File: config.mk
export PLATFORM = sky130hd
export DESIGN_NAME = ex_mem_pipe
export DESIGN_NICKNAME = d
export VERILOG_FILES = /design/src/rtl/ex_mem_pipe.sv
export SDC_FILE = /design/constraint.sdc
export NUM_CORES = 1
export LEC_CHECK = 0
export BUFFER_PORTS_ARGS = -buffer_cell sky130_fd_sc_hd__buf_2
export CORE_MARGIN = 2
export CORE_UTILIZATION = 25
export CTS_CLUSTER_DIAMETER = 80
export DETAILED_ROUTE_END_ITERATION = 8
export PLACE_DENSITY = 0.57
export SLEW_MARGIN = 20
export SYNTH_ARGS = -nofsm -noshare
export SYNTH_HDL_FRONTEND = slang
export SYNTH_SLANG_ARGS = --single-unit
File: constraint.sdc
create_clock -name clk -period 2.33 [get_ports clk]
set_clock_uncertainty 0.2 [all_clocks]
set_input_delay 0.466 -clock clk [delete_from_list [all_inputs] [get_ports clk]]
set_output_delay 0.466 -clock clk [all_outputs]
set_load 0.02 [all_outputs]
File: src/rtl/ex_mem_pipe.sv
// EX/MEM pipeline register with condition-flag update and a sticky halt.
// Stall holds all state. Flush or an empty slot inserts a bubble. Once halted, later loads are discarded.
module ex_mem_pipe (
    input  logic        clk,
    input  logic        rst_n,
    input  logic        stall,
    input  logic        flush,
    input  logic        ex_valid,
    input  logic [3:0]  ex_opcode,
    input  logic [15:0] ex_result,
    input  logic        ex_ovfl,
    input  logic [3:0]  ex_rd,
    input  logic        ex_reg_write,
    input  logic        ex_mem_read,
    input  logic        ex_mem_write,
    input  logic [15:0] ex_store_data,
    output logic        mem_valid,
    output logic        mem_reg_write,
    output logic        mem_mem_read,
    output logic        mem_mem_write,
    output logic [15:0] mem_result,
    output logic [15:0] mem_store_data,
    output logic [3:0]  mem_rd,
    output logic [3:0]  mem_opcode,
    output logic [2:0]  flags,
    output logic        halted
);

    localparam logic [3:0] OP_ADD = 4'b0000;
    localparam logic [3:0] OP_SUB = 4'b0001;
    localparam logic [3:0] OP_XOR = 4'b0010;
    localparam logic [3:0] OP_SLL = 4'b0100;
    localparam logic [3:0] OP_SRA = 4'b0101;
    localparam logic [3:0] OP_ROR = 4'b0110;
    localparam logic [3:0] OP_HLT = 4'b1111;

    logic       do_load;
    logic       do_bubble;
    logic [2:0] flags_next;
    logic       zero_res;

    // A load attempted while halted turns into a bubble, the same as an empty slot.
    assign do_load   = ex_valid & ~stall & ~flush & ~halted;
    assign do_bubble = flush | (~stall & ~do_load);
    assign zero_res  = (ex_result == 16'h0000);

    always_ff @(posedge clk or negedge rst_n) begin
        if (!rst_n) begin
            mem_valid      <= 1'b0;
            mem_reg_write  <= 1'b0;
            mem_mem_read   <= 1'b0;
            mem_mem_write  <= 1'b0;
            mem_result     <= 16'h0000;
            mem_store_data <= 16'h0000;
            mem_rd         <= 4'h0;
            mem_opcode     <= 4'h0;
        end else if (do_load) begin
            mem_valid      <= 1'b1;
            mem_reg_write  <= ex_reg_write;
            mem_mem_read   <= ex_mem_read;
            mem_mem_write  <= ex_mem_write;
            mem_result     <= ex_result;
            mem_store_data <= ex_store_data;
            mem_rd         <= ex_rd;
            mem_opcode     <= ex_opcode;
        end else if (do_bubble) begin
            mem_valid      <= 1'b0;
            mem_reg_write  <= 1'b0;
            mem_mem_read   <= 1'b0;
            mem_mem_write  <= 1'b0;
        end
    end

    // Flags are {Z,V,N}. Shifts and XOR refresh only Z, and overflow matters only for ADD/SUB.
    always_comb begin
        flags_next = flags;
        if (do_load) begin
            case (ex_opcode)
                OP_ADD, OP_SUB:                 flags_next = {zero_res, ex_ovfl, ex_result[15]};
                OP_XOR, OP_SLL, OP_SRA, OP_ROR: flags_next = {zero_res, flags[1:0]};
                default:                        flags_next = flags;
            endcase
        end
    end

    always_ff @(posedge clk or negedge rst_n) begin
        if (!rst_n) begin
            flags  <= 3'b000;
            halted <= 1'b0;
        end else begin
            flags <= flags_next;
            if (do_load && ex_opcode == OP_HLT) begin
                halted <= 1'b1;
            end
        end
    end

endmodule

==> results of run 1 <==
final cells by class:
| class | count | area, um^2 | area share (%) |
|---|---|---|---|
| flip-flops and latches | 48 | 1200 | 46.2 |
| clock inverters | 2 | 10.0 | 0.385 |
| multi-input cells | 140 | 631 | 24.3 |
| repair buffers | 101 | 546 | 21.0 |
| well taps | 99 | 124 | 4.77 |
| clock buffers | 6 | 82.6 | 3.18 |
| inverters | 1 | 3.75 | 0.145 |
worst min path at each step:
stage	cells past startpoint	endpoint
after global placement	2	mem_store_data[14]$_DFFE_PN0P_
after detailed placement	2	mem_store_data[0]$_DFFE_PN0P_
final	3	mem_store_data[5]$_DFFE_PN0P_
after floorplan	0	flags[0]$_DFFE_PN0P_
after CTS	3	mem_store_data[5]$_DFFE_PN0P_
after global routing	3	mem_store_data[15]$_DFFE_PN0P_
layout by cell type (no fill, tap or decap):
| master | synthesis | layout |
|---|---|---|
| nor2b_1 | 1 | 1 |
| mux2_2 | 2 | 2 |
| buf_12 | 0 | 2 |
| dfrtp_1 | 48 | 48 |
| o21bai_1 | 1 | 1 |
| dlygate4sd3_1 | 0 | 1 |
| nor4b_4 | 0 | 1 |
| a211oi_1 | 1 | 1 |
| clkinv_2 | 0 | 2 |
| nand4_1 | 2 | 2 |
| nand2_1 | 122 | 122 |
| nor4_1 | 4 | 4 |
| or4b_2 | 0 | 1 |
| inv_1 | 1 | 1 |
| nor4_4 | 1 | 1 |
| mux2i_1 | 1 | 1 |
| a22o_1 | 3 | 3 |
| clkbuf_8 | 0 | 6 |
| buf_4 | 0 | 2 |
| buf_2 | 1 | 96 |
worst reg2reg max path: stages (launching register included):
cell     delay (ps)
dfrtp_1         440
or4b_2          750
nor4_4          200
mux2_2          360
flip-flops by register name (all words and copies together), names as in the netlist:
register / cells
flags: 3
halted: 1
mem_mem_read: 1
mem_mem_write: 1
mem_opcode: 4
mem_rd: 4
mem_reg_write: 1
mem_result: 16
mem_store_data: 16
mem_valid: 1
logic make-up after synthesis:
kind of cell | share of synthesized area, %
flops | 64.5
buf+inv | 2.08
compound gates | 2.22
mux | 1.75
simple gates | 29.4
report_power, final:
group | internal [mW] | leakage [nW] | switching (mW)
registers | 0.959 | 0.605 | 0.0652
clock network | 0.237 | 0.0510 | 0.269
logic | 0.183 | 0.826 | 0.327
through the flow:
stage,total power [mW],hold WS [ps],instances
3_5_place_dp,1.56,257,388
6_report,2.04,156,397
4_1_cts,2.09,144,397
5_1_grt,2.19,148,397
2_1_floorplan,1.32,-29.6,198
3_3_place_gp,1.55,253,388
metal layers:
metal | vias up | share of wire (%)
li1 | 821 | -
met1 | 768 | 45
met2 | 53 | 47
met3 | 5 | 6.2
met4 | 0 | 1.3
met5 | - | 0
repair_timing:
item                                   CTS  global route
endpoints found under the hold margin   21             0
buffers inserted                         0             0
hold buffers                             1             0
==> reports/metrics.cfg, run 1 <==
[global_route]
grtUsageMet3_pct=3.76
overflow=0
track_usage_pct=12.1
grt_pass1_vias=1624
grtUsageMet2_pct=19.4
grt_pass1_wl_um=7940
grt.busiest_layer=met2
antenna_found_initial=0
grt_use_met1_pct=15.7
grt_max_degree=44

[synthesis]
async_flop_share_pct=100
synth_area_per_cell_um2=9.40
ys_seq_elements=48
syn_inst=198
synth_edf_count=0
synth.most_common_cell=nand2_1
yosys_warnings=0
synth_ff_type=dfrtp_1
ys_seq_area_share_pct=64.5
syn_nets=247
syn_area_um2=1860
yosysTopAreaCell=dfrtp_1
netlist_top_cells_count=122 x nand2_1, 48 x dfrtp_1, 8 x clkbuf_1, 4 x nor4_1, 3 x a22o_1
ys_top_cells_by_area=dfrtp_1 65%, nand2_1 25%, clkbuf_1 1.6%
synth_top_area_share_pct=64.5
ys_types=16

[placed_design]
dpl_cell_area_um2=2490
preCtsSetupSlack_ps=66.9
port_buffers=96
place.gp.congestion=0.694
post-dp-hpwl_um=3440

[drt]
firstDrtPassIters=2
drt-initial-drc-count=27
drc_errors=0
detail-route-antenna-nets=0
vias=1647
routed_wl_um=4670
wl_per_cell_um=11.8
viasPerCell=4.15

[timing]
fin_crit_sh_pct=88.4
setup_viol=0
maxSlewHeadroom_pct=64.5
fmax_ghz=0.485
drv_slew=0
setup_tns_ps=0
rsz0062_at_grt=no
worst_slew_pin_slew_ps=533
hold_violations=0
setup_ws_ps=269
period_needed_ps=2060

[critical_path]
max_stage_delay_ps=750
cp_top_family=simple AND/OR/NAND/NOR gates
worstSetupEndpoint=flags[0]$_DFFE_PN0P_
crit_arrival_ps=2050
worstPathMaxFanout=4
r2r_cells=3
critPathLaunch=halted$_DFFE_PN0P_
r2r_setup_slack_ps=270
reg2reg_to=flags[0]$_DFFE_PN0P_
required_ps=2320
path_class=reg -> reg
crit_cells=3
cp-start-kind=flop
end_kind=flop
crit_chain=or4b_2 -> nor4_4 -> mux2_2
r2r_start=halted$_DFFE_PN0P_
crit_buf_inv=0
cp_slowest_cell=or4b_2

[floorplan]
io-pin-count=97
die_width_um=90.3
die_h_um=90.3
coreArea_um2=7210
num_rows=31
dieArea_um2=8150
start_util_pct=25.8

[cts]
clk_latency_ps=290
htreeDepth=2
cts_buffer_depth=2
clock-sinks=48
clk_pin_slew_ps=90
clockRootBuffer=clkbuf_8
cts_tree=done
cts_inserted_buffers=5
cts_resized=0

[run_status]
outcome=finished, final reports clean

[hold_path]
hp-class=in -> reg
hold_start=ex_store_data[5]

[finish]
layout-drive-gt1-share_pct=37.9
finish.utilization_pct=36.0
final_area_um2=2600
nets=346
nFillCells=790
antenna_cells=0
area_growth_pct=39.5

[power]
peakVddDrop_v=0.000239
power.density_nw_per_um2=786
p_leak_nw=1.48

[run]
maxCapViolCount=0

Power figures use the tool's default switching activity.
==> inputs of run 2 (changes only) <==
--- a/config.mk
+++ b/config.mk
@@ -5,12 +5,13 @@
 export SDC_FILE = /design/constraint.sdc
 export NUM_CORES = 1
 export LEC_CHECK = 0
-export BUFFER_PORTS_ARGS = -buffer_cell sky130_fd_sc_hd__buf_2
 export CORE_MARGIN = 2
 export CORE_UTILIZATION = 25
 export CTS_CLUSTER_DIAMETER = 80
 export DETAILED_ROUTE_END_ITERATION = 8
-export PLACE_DENSITY = 0.57
+export DONT_BUFFER_PORTS = 1
+export GPL_TIMING_DRIVEN = 0
+export PLACE_DENSITY = 0.46
 export SLEW_MARGIN = 20
 export SYNTH_ARGS = -nofsm -noshare
 export SYNTH_HDL_FRONTEND = slang
==> run 2 against run 1 <==
Flip-flop and latch count stayed put. Clock power down 6.7%. Count of clock-buffer cells in the layout stayed put. Register-to-register slack got worse by 50 ps. Critical path type unchanged. Largest cell class unchanged.
==> reports/metrics.cfg, run 2 (same netlist as run 1, synthesis figures left out) <==
[run_status]
outcome=finished, final reports clean

[timing]
worst_slew_pin_slew_ps=647  ; +114 ps
period_needed_ps=2110  ; +46.6 ps
setup_tns_ps=0  ; unchanged
maxSlewHeadroom_pct=56.8  ; -7.7 points
whs_ps=69.6  ; -86.6 ps
fmax_ghz=0.475  ; -2.2%
setup_viol=0  ; unchanged
fin_crit_sh_pct=90.4  ; +2.0 points
hold_violations=0  ; unchanged
rsz0062_at_grt=no
drv_slew=0  ; unchanged

[cts]
clk_latency_ps=290  ; about the same
cts_inserted_buffers=5  ; unchanged
htreeDepth=2  ; unchanged
clockRootBuffer=clkbuf_8
cts_tree=done
clock-sinks=48  ; unchanged
cts_buffer_depth=2  ; unchanged
cts_resized=0  ; unchanged
clk_pin_slew_ps=80  ; about the same

[finish]
antenna_cells=0  ; unchanged
nFillCells=801  ; +1.4%
final_area_um2=2100  ; -19%
final_common_cell=nand2_1
reg.largest.list=mem_result x16, mem_store_data x16
seq_area_um2=1200  ; unchanged
layout-drive-gt1-share_pct=5.80  ; -32 points
multi_input_comb_area_um2=622  ; -1.4%
area_growth_pct=12.8
nets=256  ; -26%
layout_common_cells=122 x nand2_1, 48 x dfrtp_1, 9 x clkbuf_1

[critical_path]
cp_slowest_cell=or4b_1
crit_buf_inv=1  ; +1
crit_arrival_ps=2090  ; +40 ps
max_stage_delay_ps=550  ; -200 ps
required_ps=2320  ; about the same
cp_top_family=simple AND/OR/NAND/NOR gates
worstPathMaxFanout=8  ; +4
cp-start-kind=flop
crit_chain=or4b_1 -> buf_2 -> nor4_4 -> mux2_2
end_kind=flop
path_class=reg -> reg

[drt]
detail-route-antenna-nets=0  ; unchanged
drt-initial-drc-count=52  ; +93%
wl_per_cell_um=14.9  ; +27%
routed_wl_um=4570  ; -2.1%
viasPerCell=4.35  ; +4.8%
drc_errors=0  ; unchanged
firstDrtPassIters=4  ; +2
vias=1331  ; -19%

[floorplan]
start_util_pct=25.8  ; unchanged
coreArea_um2=7210  ; unchanged
num_rows=31  ; unchanged
die_width_um=90.3  ; unchanged
die_h_um=90.3  ; unchanged
dieArea_um2=8150  ; unchanged
io-pin-count=97  ; unchanged

[global_route]
grt_pass1_wl_um=7670  ; -3.4%
antenna_found_initial=0  ; unchanged
grt_pass1_vias=1465  ; -9.8%
grt_max_degree=49  ; +11%
overflow=0  ; unchanged
track_usage_pct=11.9  ; -0.22 points

[power]
power.density_nw_per_um2=880  ; +12%
peakVddDrop_v=0.000227  ; -5.2%
p_leak_nw=1.06  ; -29%

[placed_design]
dpl_cell_area_um2=1990  ; -20%
place.gp.congestion=0.624  ; -10%
port_buffers=0  ; -100%
post-dp-hpwl_um=3300  ; -4.2%

[run]
maxCapViolCount=0  ; unchanged

[hold_path]
hp-class=in -> reg

==> run 2: changes by cell type in the layout (fill, tap and decap cells not counted), sizes merged <==
cell    change
buf        -98
clkbuf      +8
clkinv      -1
==> run 2: what timing repair did <==
action | 4_1_cts | 5_1_grt
endpoints found under the hold margin | 48 | 0
hold buffers | 2 | 0
setup buffers | 0 | 0
==> run 2: worst paths after layout <==
path / startpoint / endpoint / slack (ps) / cells after the start
setup / recovery: halted$_DFFE_PN0P_ / flags[1]$_DFFE_PN0P_ / 220 / 4
hold / removal: ex_rd[0] / mem_rd[0]$_DFFE_PN0P_ / 70 / 2
setup reg to reg: halted$_DFFE_PN0P_ / flags[1]$_DFFE_PN0P_ / 220 / 4
hold reg to reg: mem_store_data[6]$_DFFE_PN0P_ / mem_store_data[6]$_DFFE_PN0P_ / 430 / 2
max in group asynchronous: rst_n / mem_rd[1]$_DFFE_PN0P_ / 1230 / 2
min in group asynchronous: rst_n / mem_store_data[3]$_DFFE_PN0P_ / 480 / 2
==> run 2: worst register-to-register path, stage by stage, from the launching register on <==
cell and delay (ps):
dfrtp_1 500, or4b_1 550, buf_2 210, nor4_4 190, mux2_2 360
==> run 2: layer usage <==
| metal | wire length (um) | track usage [%] | up-vias |
|---|---|---|---|
| met3 | 440 | 5.01 | 5 |
| met5 | 0 | 0 | - |
| li1 | - | - | 637 |
| met2 | 2060 | 19.0 | 61 |
| met1 | 2000 | 14.6 | 628 |
| met4 | 59 | 3.46 | 0 |
==> run 2: layout make-up <==
cell class,count,area share (%)
sequential,48,57.2
multi-input combinational,140,29.6
tap,99,5.90
clock buffer,6,3.45
timing repair buffer,2,1.79
buffer,9,1.67
clock inverter,1,0.238
inverter,1,0.179
==> run 2: through the flow <==
step | util, % | power, mW | setup slack [ps] | std cells
4_1_cts | 29.1 | 1.89 | 167 | 306
3_5_place_dp | 27.5 | 1.38 | 173 | 297
6_report | 29.1 | 1.85 | 223 | 306
2_1_floorplan | - | 1.32 | 369 | 198
3_3_place_gp | 27.5 | 1.37 | 180 | 297
5_1_grt | 29.1 | 1.98 | 63.0 | 306
==> run 2: power breakdown <==
group	switching, mW	total [mW]	internal [mW]	leakage (nW)
registers	0.253	1.21	0.958	0.605
clock network	0.269	0.473	0.205	0.0410
logic	0.0969	0.163	0.0662	0.412
==> inputs of run 3 (changes only) <==
--- a/config.mk
+++ b/config.mk
@@ -11,7 +11,7 @@
 export DETAILED_ROUTE_END_ITERATION = 8
 export DONT_BUFFER_PORTS = 1
 export GPL_TIMING_DRIVEN = 0
-export PLACE_DENSITY = 0.46
+export PLACE_DENSITY = 0.48
 export SLEW_MARGIN = 20
 export SYNTH_ARGS = -nofsm -noshare
 export SYNTH_HDL_FRONTEND = slang
==> constraint.sdc (replaced) <==
create_clock -name clk -period 1.8 [get_ports clk]
set_clock_uncertainty 0.2 [all_clocks]
set_input_delay 0.36 -clock clk [delete_from_list [all_inputs] [get_ports clk]]
set_output_delay 0.36 -clock clk [all_outputs]
set_load 0.02 [all_outputs]
==> run 3 against run 2 <==
The flow now finishes with violations (negative setup slack). Sequential share of layout area is 15 points lower. Cell area is 35% higher. Fmax is 8.5% higher. Utilization is 10 points higher. Worst setup slack worse by 360 ps. Global-route usage is 1.3 points higher. Die area stayed put. Non-clock buffer count is 50 higher. Critical path depth is 1 lower. Via count is 15% higher. Routed wire length is 12% higher. Clock power is 41% higher. Critical path type unchanged. Highest routed layer unchanged.
==> reports/metrics.cfg, run 3 (same netlist as run 1, synthesis figures left out) <==
[global_route]
grt_pass1_wl_um=8560  ; +12%
antenna_found_initial=0  ; unchanged
grt_max_degree=49  ; unchanged
grt_pass1_vias=1703  ; +16%
overflow=0  ; unchanged
track_usage_pct=13.1  ; +1.3 points

[drt]
routed_wl_um=5140  ; +12%
drt-initial-drc-count=36  ; -31%
vias=1536  ; +15%
firstDrtPassIters=4  ; unchanged
drc_errors=0  ; unchanged
wl_per_cell_um=14.4  ; -3.6%
detail-route-antenna-nets=0  ; unchanged
viasPerCell=4.30  ; -1.1%

[critical_path]
crit_arrival_ps=1930  ; -160 ps
path_class=reg -> reg
cp-start-kind=flop
required_ps=1790  ; -530 ps
worstPathMaxFanout=4  ; -4
end_kind=flop
r2r_setup_slack_ps=-140  ; -360 ps

[floorplan]
die_width_um=90.3  ; unchanged
coreArea_um2=7210  ; unchanged
die_h_um=90.3  ; unchanged
dieArea_um2=8150  ; unchanged
num_rows=31  ; unchanged
io-pin-count=97  ; unchanged
start_util_pct=25.8  ; unchanged

[power]
power.density_nw_per_um2=922  ; +4.8%
p_leak_nw=1.38  ; +31%
finalPower_mw=2.62  ; +42%
peakVddDrop_v=0.000350  ; +54%

[cts]
clk_pin_slew_ps=90  ; about the same
htreeDepth=2  ; unchanged
cts_buffer_depth=2  ; unchanged
cts_inserted_buffers=5  ; unchanged
cts_tree=done
clk_latency_ps=290  ; about the same
clock-sinks=48  ; unchanged
clockRootBuffer=clkbuf_8

[finish]
reg.largest.list=mem_result x16, mem_store_data x16
multi_input_comb_area_um2=757  ; +22%
antenna_cells=0  ; unchanged
layout_common_cells=94 x nand2_1, 47 x dfrtp_1, 45 x dlygate4sd3_1
layout-drive-gt1-share_pct=22.5  ; +17 points
area_growth_pct=52.7
final_area_um2=2840  ; +35%
nets=306  ; +20%
nFillCells=713  ; -11%
final_cells=357  ; +17%
seq_area_um2=1200  ; +0.10%
final_common_cell=nand2_1

[timing]
setup_tns_ps=-2480  ; -2480 ps
setup_ws_ps=-142  ; -365 ps
maxSlewHeadroom_pct=69.9  ; +13 points
drv_slew=0  ; unchanged
worst_slew_pin_slew_ps=447  ; -200 ps
fin_crit_sh_pct=108  ; +17 points
fmax_ghz=0.515  ; +8.5%
setup_viol=24  ; +24
period_needed_ps=1940  ; -165 ps
rsz0062_at_grt=yes
hold_violations=0  ; unchanged

[placed_design]
place_inst=297  ; unchanged
place.gp.congestion=0.651  ; +4.2%
port_buffers=0  ; unchanged
post-dp-hpwl_um=3340  ; +1.1%
dpl_cell_area_um2=1990  ; +0.38%

[run_status]
outcome=finished, violations left
violations=negative setup slack

[run]
maxCapViolCount=0  ; unchanged

[hold_path]
hp-class=in -> reg

run 3: changes by cell type in the layout (fill, tap and decap cells not counted), moves of 9 or more:
cell	previous run	this run
nand2_1	122	94
nand2_2	0	19
clkbuf_1	9	0
nand2_4	0	9
dlygate4sd3_1	1	45
run 3: per-stage QoR:
step | hold slack (ps) | utilization [%] | worst slack [ps]
floorplan | -136 | - | -104
global placement | -134 | 27.6 | -305
detailed placement | -134 | 27.6 | -342
CTS | 3.45 | 36.2 | -160
global route | 26.0 | 39.4 | -213
finish | 6.96 | 39.4 | -142
run 3: routing by layer:
metal  wire (um)  global-route usage, %
met4          34                   3.72
met2        2470                   21.2
met5           0                      0
met1        2220                   16.3
met3         410                   5.09
run 3: worst max-delay path, cell delays in order (launching register included):
cell and delay [ps]:
dfrtp_2 490, or4b_4 570, nor4_4 240, mux2_4 330
run 3: repair_timing:
action	CTS	global route
setup endpoints to repair	45	41
setup buffers	1	4
cloned	0	2
endpoints found under the hold margin	93	0
pin swaps	0	23
gates resized for setup	16	50
hold buffers	46	0
run 3: final cells by class:
cell class              count  area share (%)
repair buffers             53            20.6
plain buffers               8            2.73
clock buffers               6            2.90
flip-flops and latches     48            42.3
clock inverters             2           0.352
multi-input cells         140            26.6
inverters                   1           0.132
well taps                  99            4.36
run 3: worst paths after layout:
path	start	end	cells past startpoint
setup / recovery	halted$_DFFE_PN0P_	flags[0]$_DFFE_PN0P_	3
hold / removal	ex_opcode[1]	halted$_DFFE_PN0P_	2
setup reg to reg	halted$_DFFE_PN0P_	flags[0]$_DFFE_PN0P_	3
hold reg to reg	mem_store_data[11]$_DFFE_PN0P_	mem_store_data[11]$_DFFE_PN0P_	2
max in group asynchronous	rst_n	halted$_DFFE_PN0P_	2
min in group asynchronous	rst_n	mem_store_data[1]$_DFFE_PN0P_	2
run 3: where the power goes:
| part | total (mW) | internal [mW] | switching (mW) |
|---|---|---|---|
| registers | 1.59 | 1.24 | 0.353 |
| logic | 0.360 | 0.199 | 0.161 |
| clock network | 0.666 | 0.307 | 0.359 |
| total | 2.62 | 1.75 | 0.873 |
